## config.mk

```make
export PLATFORM = sky130hd
export DESIGN_NAME = cmp_share_arbiter
export DESIGN_NICKNAME = d
export VERILOG_FILES = /design/src/rtl/cmp_share_arbiter.sv
export SDC_FILE = /design/constraint.sdc
export NUM_CORES = 1
export LEC_CHECK = 0
export ABC_CLOCK_PERIOD_IN_PS = 3000
export BUFFER_PORTS_ARGS = -buffer_cell sky130_fd_sc_hd__buf_2
export CAP_MARGIN = 20
export CORE_MARGIN = 3
export CORE_UTILIZATION = 35
export DETAILED_ROUTE_END_ITERATION = 10
export PLACE_DENSITY_LB_ADDON = 0.25
export SLEW_MARGIN = 15
export SYNTH_ARGS = -nofsm -noshare
export SYNTH_HDL_FRONTEND = slang
export SYNTH_SLANG_ARGS = --single-unit
```

## constraint.sdc

```tcl
create_clock -name clk -period 3 [get_ports clk]
set_input_delay 0.15 -clock clk [delete_from_list [all_inputs] [get_ports clk]]
set_output_delay 0.15 -clock clk [all_outputs]
set_load 0.02 [all_outputs]
```

## src/rtl/cmp_share_arbiter.sv

```systemverilog
// cmp_share_arbiter: one RV32 branch comparator shared round-robin by NUM_REQ requesters.
// Each granted compare lands in a single registered result slot with requester id, tag and error flag.
module cmp_share_arbiter #(
    parameter int  NUM_REQ = 2,
    parameter int  TAG_W   = 4,
    localparam int ID_W    = $clog2(NUM_REQ)
) (
    input  logic                     clk,
    input  logic                     rst,
    input  logic [NUM_REQ-1:0]       req_valid,
    output logic [NUM_REQ-1:0]       req_ready,
    input  logic [NUM_REQ*3-1:0]     req_cmpop,
    input  logic [NUM_REQ*32-1:0]    req_a,
    input  logic [NUM_REQ*32-1:0]    req_b,
    input  logic [NUM_REQ*TAG_W-1:0] req_tag,
    output logic                     resp_valid,
    input  logic                     resp_ready,
    output logic [ID_W-1:0]          resp_id,
    output logic [TAG_W-1:0]         resp_tag,
    output logic                     resp_br_en,
    output logic                     resp_err
);

    typedef enum logic {ST_EMPTY = 1'b0, ST_FULL = 1'b1} state_e;

    localparam logic [2:0] F3_BEQ  = 3'b000;
    localparam logic [2:0] F3_BNE  = 3'b001;
    localparam logic [2:0] F3_BLT  = 3'b100;
    localparam logic [2:0] F3_BGE  = 3'b101;
    localparam logic [2:0] F3_BLTU = 3'b110;
    localparam logic [2:0] F3_BGEU = 3'b111;

    // Result packed as {err, br_en}; undefined encodings never report a taken branch.
    function automatic logic [1:0] cmp_eval(input logic [2:0] op, input logic [31:0] a, input logic [31:0] b);
        logic [1:0] r;
        case (op)
            F3_BEQ:  r = {1'b0, a == b};
            F3_BNE:  r = {1'b0, a != b};
            F3_BLT:  r = {1'b0, $signed(a) <  $signed(b)};
            F3_BGE:  r = {1'b0, $signed(a) >= $signed(b)};
            F3_BLTU: r = {1'b0, a <  b};
            F3_BGEU: r = {1'b0, a >= b};
            default: r = 2'b10;
        endcase
        return r;
    endfunction

    state_e             state_q, state_d;
    logic [ID_W-1:0]    rr_ptr_q, rr_ptr_d;
    logic [ID_W-1:0]    id_q, id_d;
    logic [TAG_W-1:0]   tag_q, tag_d;
    logic               br_q, br_d;
    logic               err_q, err_d;

    logic               free_s;
    logic [NUM_REQ-1:0] gnt_s;
    logic               gnt_any_s;
    logic [ID_W-1:0]    gnt_idx_s;
    logic [2:0]         sel_op_s;
    logic [31:0]        sel_a_s;
    logic [31:0]        sel_b_s;
    logic [TAG_W-1:0]   sel_tag_s;
    logic [1:0]         cmp_s;
    logic [ID_W:0]      nxt_v;

    assign free_s = (state_q == ST_EMPTY) | resp_ready;

    // Round-robin search from rr_ptr, wrapping modulo NUM_REQ; first valid requester wins.
    always_comb begin
        logic [ID_W:0]   sum_v;
        logic [ID_W-1:0] idx_v;
        logic            hit_v;
        gnt_s     = '0;
        gnt_idx_s = '0;
        gnt_any_s = 1'b0;
        sum_v     = '0;
        idx_v     = '0;
        hit_v     = 1'b0;
        for (int k = 0; k < NUM_REQ; k++) begin
            sum_v = {1'b0, rr_ptr_q} + (ID_W+1)'(k);
            idx_v = (sum_v >= (ID_W+1)'(NUM_REQ)) ? ID_W'(sum_v - (ID_W+1)'(NUM_REQ)) : sum_v[ID_W-1:0];
            hit_v = free_s & ~gnt_any_s & req_valid[idx_v];
            gnt_s[idx_v] = gnt_s[idx_v] | hit_v;
            gnt_idx_s    = hit_v ? idx_v : gnt_idx_s;
            gnt_any_s    = gnt_any_s | hit_v;
        end
    end

    // One-hot operand mux driven by the grant vector.
    always_comb begin
        sel_op_s  = '0;
        sel_a_s   = '0;
        sel_b_s   = '0;
        sel_tag_s = '0;
        for (int i = 0; i < NUM_REQ; i++) begin
            sel_op_s  = sel_op_s  | (req_cmpop[i*3 +: 3]         & {3{gnt_s[i]}});
            sel_a_s   = sel_a_s   | (req_a[i*32 +: 32]           & {32{gnt_s[i]}});
            sel_b_s   = sel_b_s   | (req_b[i*32 +: 32]           & {32{gnt_s[i]}});
            sel_tag_s = sel_tag_s | (req_tag[i*TAG_W +: TAG_W]   & {TAG_W{gnt_s[i]}});
        end
    end

    assign cmp_s = cmp_eval(sel_op_s, sel_a_s, sel_b_s);
    assign nxt_v = {1'b0, gnt_idx_s} + (ID_W+1)'(1);

    // Pointer advances past the winner only on a grant.
    always_comb begin
        if (gnt_any_s) begin
            rr_ptr_d = (nxt_v >= (ID_W+1)'(NUM_REQ)) ? '0 : nxt_v[ID_W-1:0];
        end else begin
            rr_ptr_d = rr_ptr_q;
        end
    end

    // Slot next-state: a grant always (re)loads, otherwise a drain empties it.
    always_comb begin
        state_d = state_q;
        case (state_q)
            ST_EMPTY: begin
                if (gnt_any_s) begin
                    state_d = ST_FULL;
                end else begin
                    state_d = ST_EMPTY;
                end
            end
            ST_FULL: begin
                if (gnt_any_s) begin
                    state_d = ST_FULL;
                end else if (resp_ready) begin
                    state_d = ST_EMPTY;
                end else begin
                    state_d = ST_FULL;
                end
            end
            default: state_d = ST_EMPTY;
        endcase
    end

    // Result payload is captured only on a grant and otherwise held, even while empty.
    always_comb begin
        if (gnt_any_s) begin
            id_d  = gnt_idx_s;
            tag_d = sel_tag_s;
            br_d  = cmp_s[0];
            err_d = cmp_s[1];
        end else begin
            id_d  = id_q;
            tag_d = tag_q;
            br_d  = br_q;
            err_d = err_q;
        end
    end

    // State, pointer and result slot registers.
    always_ff @(posedge clk or posedge rst) begin
        if (rst) begin
            state_q  <= ST_EMPTY;
            rr_ptr_q <= '0;
            id_q     <= '0;
            tag_q    <= '0;
            br_q     <= 1'b0;
            err_q    <= 1'b0;
        end else begin
            state_q  <= state_d;
            rr_ptr_q <= rr_ptr_d;
            id_q     <= id_d;
            tag_q    <= tag_d;
            br_q     <= br_d;
            err_q    <= err_d;
        end
    end

    // Output decode from the registered slot.
    always_comb begin
        resp_valid = (state_q == ST_FULL);
        resp_id    = id_q;
        resp_tag   = tag_q;
        resp_br_en = br_q;
        resp_err   = err_q;
        req_ready  = gnt_s;
    end

endmodule
```

==> metrics.csv <==
metric;value;unit
status;completed;
first_pass_iters;5;
die_x;78.1;um
insertion_delay;0.24;ns
final_hold_viol_count;0;
wl_per_cell;14.7;um
grt_max_degree;40;
min_to;resp_tag[2];
yosys_warnings;0;
cts_buffer_depth;2;
netlist_instances;215;
fin_tns_setup;0;ns
r2r-end;resp_br_en;
worst_r2r_path_depth;11;
ir_drop;0.000291;V
ant_nets;0;
hold-path-cell-count;3;
drtIter0Drc;85;
core-area;4880;um^2
holdWs;0.114;ns
min_period;2.86;ns
rrSetupSlack;0.14;ns
n_antenna_cell;0;
drt-total-wl;6390;um
seq_area_frac_synth;12.4;%
cts_num_sinks;9;
timing.final.ws_setup;0.144;ns
die_y;78.1;um
power;0.900;mW
rows;25;
avgSynthCellArea;8.47;um^2
htree_num_levels;1;
clock_skew;0.000290;ns
startpoint_type;flip-flop;
fin_crit_sh;95.2;%
power.leakage;1.49;nW
relSlewSlack;73.6;%
yosys.area.top_type_share;22.0;%
clkTransAtPathRegs;0.05;ns
boundaryPins;157;
dp_hpwl;5120;um
setup_viol;0;
synth_ff_type;dfrtp_1;
gp_congestion;0.860;
syn_area;1820;um^2
slew_violations;0;
hp-start;req_tag[2];
critPathKind;flip-flop to flip-flop;
start_util;37.3;%
end_kind;flip-flop;
postLayoutCoreUtil;59.6;%
drive_gt1_share;50.4;%
cts_tree;yes;
dieArea;6110;um^2
async_flop_share;100;%
ys_ff_latch;9;
synth.distinct_cells;46;
post-place-ws;0.0585;ns
yosysTopAreaCell;ha_1;
hp-class;input port to flip-flop;
track_usage;19.1;%
syn_to_final_growth;59.7;%
first_global_vias;2237;
nNetsFinal;547;
cts_made_buffers;3;
viasPerCell;5.54;
reg2reg_from;rr_ptr_q;
cap_violations;0;
gr-total-overflow;0;
worst_slew_pin_slew;0.395;ns
required;3.15;ns
pwr_density_cell;309;nW/um^2
synthesis.nets;394;
vias;2403;
antenna_found_initial;0;
cp.arrival;3.00;ns
remaining_drc_errors;0;
synthTopCellsByArea;ha_1 (22%), a22o_1 (16%), a22oi_1 (13%);
io_buffers;156;
root_buffer;clkbuf_8;
critPathMaxFanout;19;
grt_pass1_wl;9850;um
synth_edf_count;0;
timing.fmax;0.350;GHz
## cell usage after synthesis, types with 2 or more instances
cell	number
nor2_1	2
a22oi_1	32
ha_1	32
nor3_1	2
nand3_1	2
nand2_1	11
clkbuf_1	13
nor4_1	3
o211ai_1	2
a222oi_1	4
o21ai_0	5
dfrtp_1	9
a21boi_0	2
and4_1	2
nand4_1	10
a2bb2oi_1	2
a22o_1	33
inv_1	6
a21o_1	3
a21oi_1	14
## worst max-delay path: stages (launching register included)
cell and delay (ns):
dfrtp_1 0.40, nand2b_4 0.16, and3_4 0.21, buf_12 0.16, a22o_1 0.23, ha_1 0.31
a21oi_1 0.15, o21ai_0 0.12, o2bb2ai_1 0.14, o41a_1 0.45, a2bb2oi_1 0.16, nor4_2 0.27
## cell families after synthesis
group | synth area share (%)
AOI/OAI and AO/OA | 45.5
adders and majority gates | 22.0
buffers and inverters | 5.43
DFF | 12.4
muxes | 0.549
and+or+nand+nor | 14.2
## flip-flops by register name, summed over array words and instances (netlist names)
| name | count |
|---|---|
| rr_ptr_q | 1 |
| resp_err | 1 |
| resp_br_en | 1 |
| resp_id | 1 |
| resp_valid | 1 |
| resp_tag | 4 |
## placed cells by master (no fill, tap or decap), types with 5 or more instances in the layout
cell	n
a21oi_1	14
ha_1	27
ha_4	5
buf_2	156
nand4_1	10
dfrtp_1	9
nand2_1	11
a22oi_1	31
o21ai_0	5
inv_1	6
a22o_1	32
## layout make-up
type / instances / area, um^2
tap: 67 / 83.8
timing repair buffer: 165 / 918
inverter: 6 / 22.5
sequential: 9 / 225
multi-input combinational: 183 / 1610
clock buffer: 4 / 45.0
fill: 464 / 1970
## power by group
part	switching, mW	leakage [nW]	internal [mW]
clock	0.0567	0.0228	0.0934
sequential	0.0151	0.109	0.143
combinational	0.297	1.36	0.294
total	0.368	1.49	0.531
## per-stage QoR
stage	cell area [um^2]	cells
CTS	2770	432
finish	2910	434
floorplan	1840	215
detailed placement	2710	427
global placement	2710	427
global route	2910	434
## what timing repair did
action	in CTS	in global routing
gates resized for setup	0	12
setup endpoints to repair	0	1
hold endpoints to repair	9	0
setup buffers	0	1
hold buffers	1	0
## layer usage
metal	up-vias	wire [um]	global-route usage [%]
li1	1205	-	-
met1	1087	2600	23.8
met2	98	3120	33.0
met3	13	553	4.47
met4	0	112	5.07
met5	-	0	0
## worst max path at each step
stage                          start          to  slack (ns)  cells after the start
after floorplan           resp_valid  resp_br_en        0.01                     14
after global placement      rr_ptr_q  resp_br_en        0.11                     11
after detailed placement    rr_ptr_q  resp_br_en        0.06                     11
after CTS                   rr_ptr_q  resp_br_en        0.03                     11
after global routing        rr_ptr_q  resp_br_en       -0.01                     11
final                       rr_ptr_q  resp_br_en        0.14                     11
Note: power is estimated with default switching activity, not from simulation.
